`config.mk`:
```
export PLATFORM = sky130hd
export DESIGN_NAME = reg_bank_arbiter
export DESIGN_NICKNAME = d
export VERILOG_FILES = /design/src/rtl/reg_bank_arb_pkg.sv /design/src/rtl/reg_bank_arbiter_rr.sv /design/src/rtl/reg_bank_arbiter.sv
export SDC_FILE = /design/constraint.sdc
export NUM_CORES = 1
export LEC_CHECK = 0
export BUFFER_PORTS_ARGS = -buffer_cell sky130_fd_sc_hd__buf_2
export CAP_MARGIN = 40
export CORE_ASPECT_RATIO = 1.5
export CORE_MARGIN = 10
export CORE_UTILIZATION = 48
export DETAILED_ROUTE_END_ITERATION = 8
export HOLD_SLACK_MARGIN = 0.12
export MAX_ROUTING_LAYER = met4
export PLACE_DENSITY = 0.84
export REMOVE_ABC_BUFFERS = 1
export SLEW_MARGIN = 20
export SYNTH_ARGS = -nofsm -noshare
export SYNTH_HDL_FRONTEND = slang
export SYNTH_SLANG_ARGS = --single-unit
```
`constraint.sdc`:
```
create_clock -name clk -period 2.8 [get_ports clk]
set_input_delay 0.14 -clock clk [delete_from_list [all_inputs] [get_ports clk]]
set_output_delay 0.14 -clock clk [all_outputs]
set_load 0.02 [all_outputs]
```
`src/rtl/reg_bank_arb_pkg.sv`:
```
// reg_bank_arb_pkg: state encoding, default bank geometry and address range check
// shared by reg_bank_arbiter and its round-robin sub-arbiter.
package reg_bank_arb_pkg;
  typedef enum logic [1:0] {IDLE, ISSUE, CAPTURE, RESP} state_e;
  localparam int DEF_NUM_REGS = 14;
  localparam int DEF_ADDR_W = 4;
  localparam int DEF_DATA_W = 16;
  function automatic logic addr_in_range(input int addr, input int num_regs = DEF_NUM_REGS);
    return addr < num_regs;
  endfunction
endpackage

```
`src/rtl/reg_bank_arbiter_rr.sv`:
```
// rr_arbiter: combinational round-robin grant; the search starts one past ptr,
// so the requester at ptr has lowest priority.
module rr_arbiter #(
  parameter int N = 2,
  parameter int IW = (N > 1) ? $clog2(N) : 1
) (
  input  logic [N-1:0]  req,
  input  logic [IW-1:0] ptr,
  output logic [N-1:0]  gnt,
  output logic [IW-1:0] gnt_idx,
  output logic          gnt_any
);
  logic [IW-1:0] k;
  always_comb begin
    gnt_idx = '0;
    gnt_any = 1'b0;
    k = '0;
    // scan lowest priority first so the highest-priority hit is written last
    for (int i = N; i >= 1; i--) begin
      k = IW'((int'(ptr) + i) % N);
      if (req[k]) begin
        gnt_idx = k;
        gnt_any = 1'b1;
      end
    end
    gnt = gnt_any ? (N'(1) << gnt_idx) : '0;
  end
endmodule

```
`src/rtl/reg_bank_arbiter.sv`:
```
// reg_bank_arbiter: round-robin single-outstanding access from NUM_REQ requesters to a
// register bank; optional counters under REG_BANK_ARB_STATS_EN.
module reg_bank_arbiter
  import reg_bank_arb_pkg::*;
#(
  parameter int NUM_REQ = 2,
  parameter int NUM_REGS = DEF_NUM_REGS,
  parameter int ADDR_W = DEF_ADDR_W,
  parameter int DATA_W = DEF_DATA_W
) (
  input  logic                      clk,
  input  logic                      rst,
  input  logic [NUM_REQ-1:0]        req_valid,
  output logic [NUM_REQ-1:0]        req_ready,
  input  logic [NUM_REQ-1:0]        req_we,
  input  logic [NUM_REQ*ADDR_W-1:0] req_addr,
  input  logic [NUM_REQ*DATA_W-1:0] req_wdata,
  output logic [NUM_REQ-1:0]        resp_valid,
  output logic [DATA_W-1:0]         resp_rdata,
  output logic                      resp_err,
  output logic                      bank_write_en,
  output logic                      bank_read_en,
  output logic [ADDR_W-1:0]         bank_addr,
  output logic [DATA_W-1:0]         bank_data_in,
  input  logic [DATA_W-1:0]         bank_data_out
`ifdef REG_BANK_ARB_STATS_EN
  ,
  output logic [NUM_REQ*16-1:0]     stat_grants,
  output logic [15:0]               stat_errors,
  input  logic                      stat_clr
`endif
);
  localparam int IW = (NUM_REQ > 1) ? $clog2(NUM_REQ) : 1;
  state_e state_q, state_d;
  logic [IW-1:0] ptr_q, ptr_d, own_q, own_d;
  logic we_q, we_d, err_q, err_d;
  logic [ADDR_W-1:0] addr_q, addr_d;
  logic [DATA_W-1:0] wdata_q, wdata_d, rdata_q, rdata_d;
  logic [NUM_REQ-1:0] gnt;
  logic [IW-1:0] gnt_idx;
  logic gnt_any, g_in_range;
  logic [ADDR_W-1:0] g_addr;
  logic [DATA_W-1:0] g_wdata;
  rr_arbiter #(.N(NUM_REQ), .IW(IW)) u_rr (
    .req(req_valid),
    .ptr(ptr_q),
    .gnt(gnt),
    .gnt_idx(gnt_idx),
    .gnt_any(gnt_any)
  );
  assign g_addr = req_addr[gnt_idx*ADDR_W +: ADDR_W];
  assign g_wdata = req_wdata[gnt_idx*DATA_W +: DATA_W];
  assign g_in_range = addr_in_range(int'(g_addr), NUM_REGS);
  assign bank_addr = addr_q;
  assign bank_data_in = wdata_q;
  assign resp_rdata = rdata_q;
  assign resp_err = err_q;
  always_comb begin
    state_d = state_q;
    ptr_d = ptr_q;
    own_d = own_q;
    we_d = we_q;
    addr_d = addr_q;
    wdata_d = wdata_q;
    err_d = err_q;
    rdata_d = rdata_q;
    req_ready = '0;
    bank_write_en = 1'b0;
    bank_read_en = 1'b0;
    resp_valid = '0;
    case (state_q)
      IDLE: begin
        // ready is gated by reset so nothing can be accepted while rst is low
        req_ready = rst ? gnt : '0;
        if (gnt_any) begin
          ptr_d = gnt_idx;
          own_d = gnt_idx;
          we_d = req_we[gnt_idx];
          err_d = !g_in_range;
          rdata_d = '0;
          addr_d = g_in_range ? g_addr : addr_q;
          wdata_d = g_in_range ? g_wdata : wdata_q;
          state_d = g_in_range ? ISSUE : RESP;
        end
      end
      ISSUE: begin
        bank_write_en = we_q;
        bank_read_en = !we_q;
        state_d = we_q ? RESP : CAPTURE;
      end
      CAPTURE: begin
        rdata_d = bank_data_out;
        state_d = RESP;
      end
      RESP: begin
        resp_valid = NUM_REQ'(1) << own_q;
        state_d = IDLE;
      end
      default: state_d = IDLE;
    endcase
  end
  always_ff @(posedge clk or negedge rst) begin
    if (!rst) begin
      state_q <= IDLE;
      ptr_q <= IW'(NUM_REQ - 1);
      own_q <= '0;
      we_q <= 1'b0;
      err_q <= 1'b0;
      addr_q <= '0;
      wdata_q <= '0;
      rdata_q <= '0;
    end else begin
      state_q <= state_d;
      ptr_q <= ptr_d;
      own_q <= own_d;
      we_q <= we_d;
      err_q <= err_d;
      addr_q <= addr_d;
      wdata_q <= wdata_d;
      rdata_q <= rdata_d;
    end
  end
`ifdef REG_BANK_ARB_STATS_EN
  logic [15:0] grant_cnt_q [NUM_REQ];
  logic [15:0] grant_cnt_d [NUM_REQ];
  logic [15:0] err_cnt_q, err_cnt_d;
  logic accept;
  assign accept = (state_q == IDLE) && gnt_any && rst;
  assign stat_errors = err_cnt_q;
  always_comb begin
    stat_grants = '0;
    for (int i = 0; i < NUM_REQ; i++) begin
      grant_cnt_d[i] = stat_clr ? 16'd0 :
                       (accept && gnt_idx == IW'(i) && grant_cnt_q[i] != 16'hFFFF) ? grant_cnt_q[i] + 16'd1 :
                       grant_cnt_q[i];
      stat_grants[i*16 +: 16] = grant_cnt_q[i];
    end
    err_cnt_d = stat_clr ? 16'd0 :
                (accept && !g_in_range && err_cnt_q != 16'hFFFF) ? err_cnt_q + 16'd1 :
                err_cnt_q;
  end
  always_ff @(posedge clk or negedge rst) begin
    if (!rst) begin
      for (int i = 0; i < NUM_REQ; i++) grant_cnt_q[i] <= '0;
      err_cnt_q <= '0;
    end else begin
      for (int i = 0; i < NUM_REQ; i++) grant_cnt_q[i] <= grant_cnt_d[i];
      err_cnt_q <= err_cnt_d;
    end
  end
`endif
endmodule

```
==> run metrics <==
status complete, no violations; Warnings, synthesis 0; worst path setup slack after routing 541 ps; pin count of the biggest net entering global routing 30; register-to-register setup slack 540 ps; share of synthesized flip-flops with an asynchronous set or reset 1.00; Final Net Count 398; Worst R2R Path Depth 6; sum of negative setup slack 0 ps; clock tree from TritonCTS done; worst hold path stage count 3; DRC marker count from the first detailed-route iteration 94; clock tree sinks 42; number of violations of the max-capacitance limit 0; number of remaining DRC errors 0; biggest area contributors in the synthesized netlist sky130_fd_sc_hd__dfrtp_1 (51%), sky130_fd_sc_hd__a22o_1 (7.4%), sky130_fd_sc_hd__a32oi_1 (7.4%), sky130_fd_sc_hd__a21oi_1 (5.5%), sky130_fd_sc_hd__nand2_1 (4.1%); Routed wire per std cell 18.7 um; final weighted congestion in routability-driven placement 0.842; category of the worst setup path launch point flop; DR vias/cell 5.53; leading cell type by number of instances after synthesis sky130_fd_sc_hd__dfrtp_1; via count of the first global-routing pass 2296; multi-input combinational cell area 800 um^2; critical path class flop to output port; hold worst-path end bank_data_in[13]; CP arrival 2120 ps; Initial Utilization 0.502; CTS H-tree depth 2; Final Setup Violations 0; number of top-level pins 105; share of the cycle needed by the critical path after routing 0.807; post-synthesis instance area 2000 um^2; Post CTS Setup Buffer Count 0; proportion of layout cells with a drive suffix above 1 0.366; final hold violation count 0; final antenna diode count 0; count of fill cells added during filler insertion 284; clock latency on the worst-skew pair 290 ps; Post-Synthesis Cells 195; area share of the largest cell type after synthesis 0.512; capture point of the worst reg-to-reg path we_q; Crit. End Element output port; post-detailed-placement half-perimeter wirelength 4890 um; Max Buffers Root-to-Sink 2; Post-synth top flop sky130_fd_sc_hd__dfrtp_1; total of buffers placed on input and output ports 104; part of the Yosys area used for sequential elements 0.525; largest clock skew in the final design 2.02 ps; Post-synth top cells sky130_fd_sc_hd__dfrtp_1 (41), sky130_fd_sc_hd__a21oi_1 (22), sky130_fd_sc_hd__nand2_1 (22); Resized Gates After CTS 0; slew of the pin with the lowest slew margin 560 ps; number of enable-type register cells in the synthesized netlist 0; data required time at the worst endpoint 2660 ps; origin of the critical flop-to-flop path state_q[1]; area used by sequential logic in the layout 1050 um^2; y dimension of the die 99.1 um; number of detailed-route iterations in the first pass 4; FF+latch count, synth 42; unrepaired setup endpoints after global routing no; cell type contributing the most total cell area after synthesis sky130_fd_sc_hd__dfrtp_1; clock buffers created by TritonCTS 5; overall die area 7210 um^2; global-route usage over all layers 0.203; worst slew slack as a fraction of its limit 0.626; antenna violations before repair 0; leakage power summed over all cells 1.58 nW; Achievable Freq 443 MHz; largest vdd supply drop 0.000715 V; core area 3990 um^2; remaining global-route overflow 0; Hold Slack 119 ps; ratio of total power to cell area 1010 nW/um^2; class of the most critical hold timing path input pin to flop; global-route wire length before repair 11400 um; largest driver fanout on the critical path 17; clock-pin slew of the registers on the worst-case setup and hold paths 80 ps; post-route minimum period 2260 ps; total via count in the routed design 2089; post-detailed-route count of antenna-violating nets 0; worst setup slack before clock tree synthesis 857 ps; final max-slew violation count 0; syn avg cell area 10.3 um^2; Die Span X 72.7 um; cell chosen for the clock root sky130_fd_sc_hd__clkbuf_8; HP Start req_wdata[13]; number of buffers inserted by hold repair at cts 35; aggregate routed wire length 7050 um; Layout Area Growth over Synthesis 49.3%; number of distinct library cell variants in the gate-level netlist after synthesis 29; floorplan row count 28
==> report_power, final <==
group / switching (W) / internal [W]
clock: 0.000210 / 0.000198
sequential: 0.000165 / 0.000879
combinational: 0.000963 / 0.000597
==> critical path: stages, from the launching register on <==
cell                      delay [ps]
sky130_fd_sc_hd__dfrtp_1         440
sky130_fd_sc_hd__inv_1           120
sky130_fd_sc_hd__ha_1            510
sky130_fd_sc_hd__and2b_1         380
sky130_fd_sc_hd__and3_1          210
sky130_fd_sc_hd__buf_2           170
==> area by class of cell <==
class	instances	area share
Timing Repair Buffer	144	0.305
Clock inverter	2	0.00418
Clock buffer	6	0.0276
Tap cell	45	0.0188
Multi-Input combinational cell	119	0.267
Sequential cell	42	0.352
Inverter	20	0.0251
==> state kept, by name, summed over array words and instances, names as in the netlist <==
signal,cells
own_q,1
resp_rdata,16
we_q,1
bank_data_in,16
state_q,2
ptr_q,1
bank_addr,4
resp_err,1
==> per-layer routing <==
layer | global-route usage | share of wire
met5 | - | 0
met4 | 0.0821 | 0.025
met3 | 0.0697 | 0.089
met2 | 0.350 | 0.54
met1 | 0.200 | 0.35
==> logic make-up (layout without fill, tap and decap cells) <==
kind of cell | after synthesis | after routing | share of synthesized area
simple gates | 37 | 37 | 0.0912
buf+inv | 34 | 172 | 0.0774
flops | 42 | 42 | 0.525
mux | 1 | 1 | 0.00749
fa+ha+maj | 4 | 4 | 0.0250
compound gates | 77 | 77 | 0.274
==> stage by stage <==
stage | area [um^2] | util | cells | total power, W
floorplan | 1920 | - | 181 | 0.00198
global placement | 2530 | 0.633 | 333 | 0.00247
detailed placement | 2540 | 0.637 | 335 | 0.00256
CTS | 2990 | 0.749 | 378 | 0.00303
global route | 2990 | 0.749 | 378 | 0.00323
finish | 2990 | 0.749 | 378 | 0.00301
==> how the worst max path moves through the flow <==
| stage | startpoint | slack, ps | end |
|---|---|---|---|
| final | state_q[1] | 540 | req_ready[0] |
| after global routing | state_q[1] | 380 | we_q |
| after CTS | state_q[1] | 540 | req_ready[0] |
| after detailed placement | state_q[1] | 860 | bank_data_in[0] |
| after global placement | state_q[0] | 790 | resp_rdata[2] |
| after floorplan | state_q[0] | 710 | bank_addr[1] |
==> placed cells by master (no fill, tap or decap), types with 4 or more instances in the layout <==
cell type / instances
sky130_fd_sc_hd__dlygate4sd3_1: 35
sky130_fd_sc_hd__o21ai_0: 4
sky130_fd_sc_hd__a31oi_1: 4
sky130_fd_sc_hd__inv_1: 20
sky130_fd_sc_hd__clkbuf_8: 6
sky130_fd_sc_hd__buf_2: 104
sky130_fd_sc_hd__a21oi_1: 22
sky130_fd_sc_hd__nand2_1: 22
sky130_fd_sc_hd__dfrtp_1: 41
sky130_fd_sc_hd__ha_1: 4
sky130_fd_sc_hd__a22o_1: 17
sky130_fd_sc_hd__a32oi_1: 17
sky130_fd_sc_hd__buf_4: 4
Note: power is estimated with default switching activity, not from simulation.
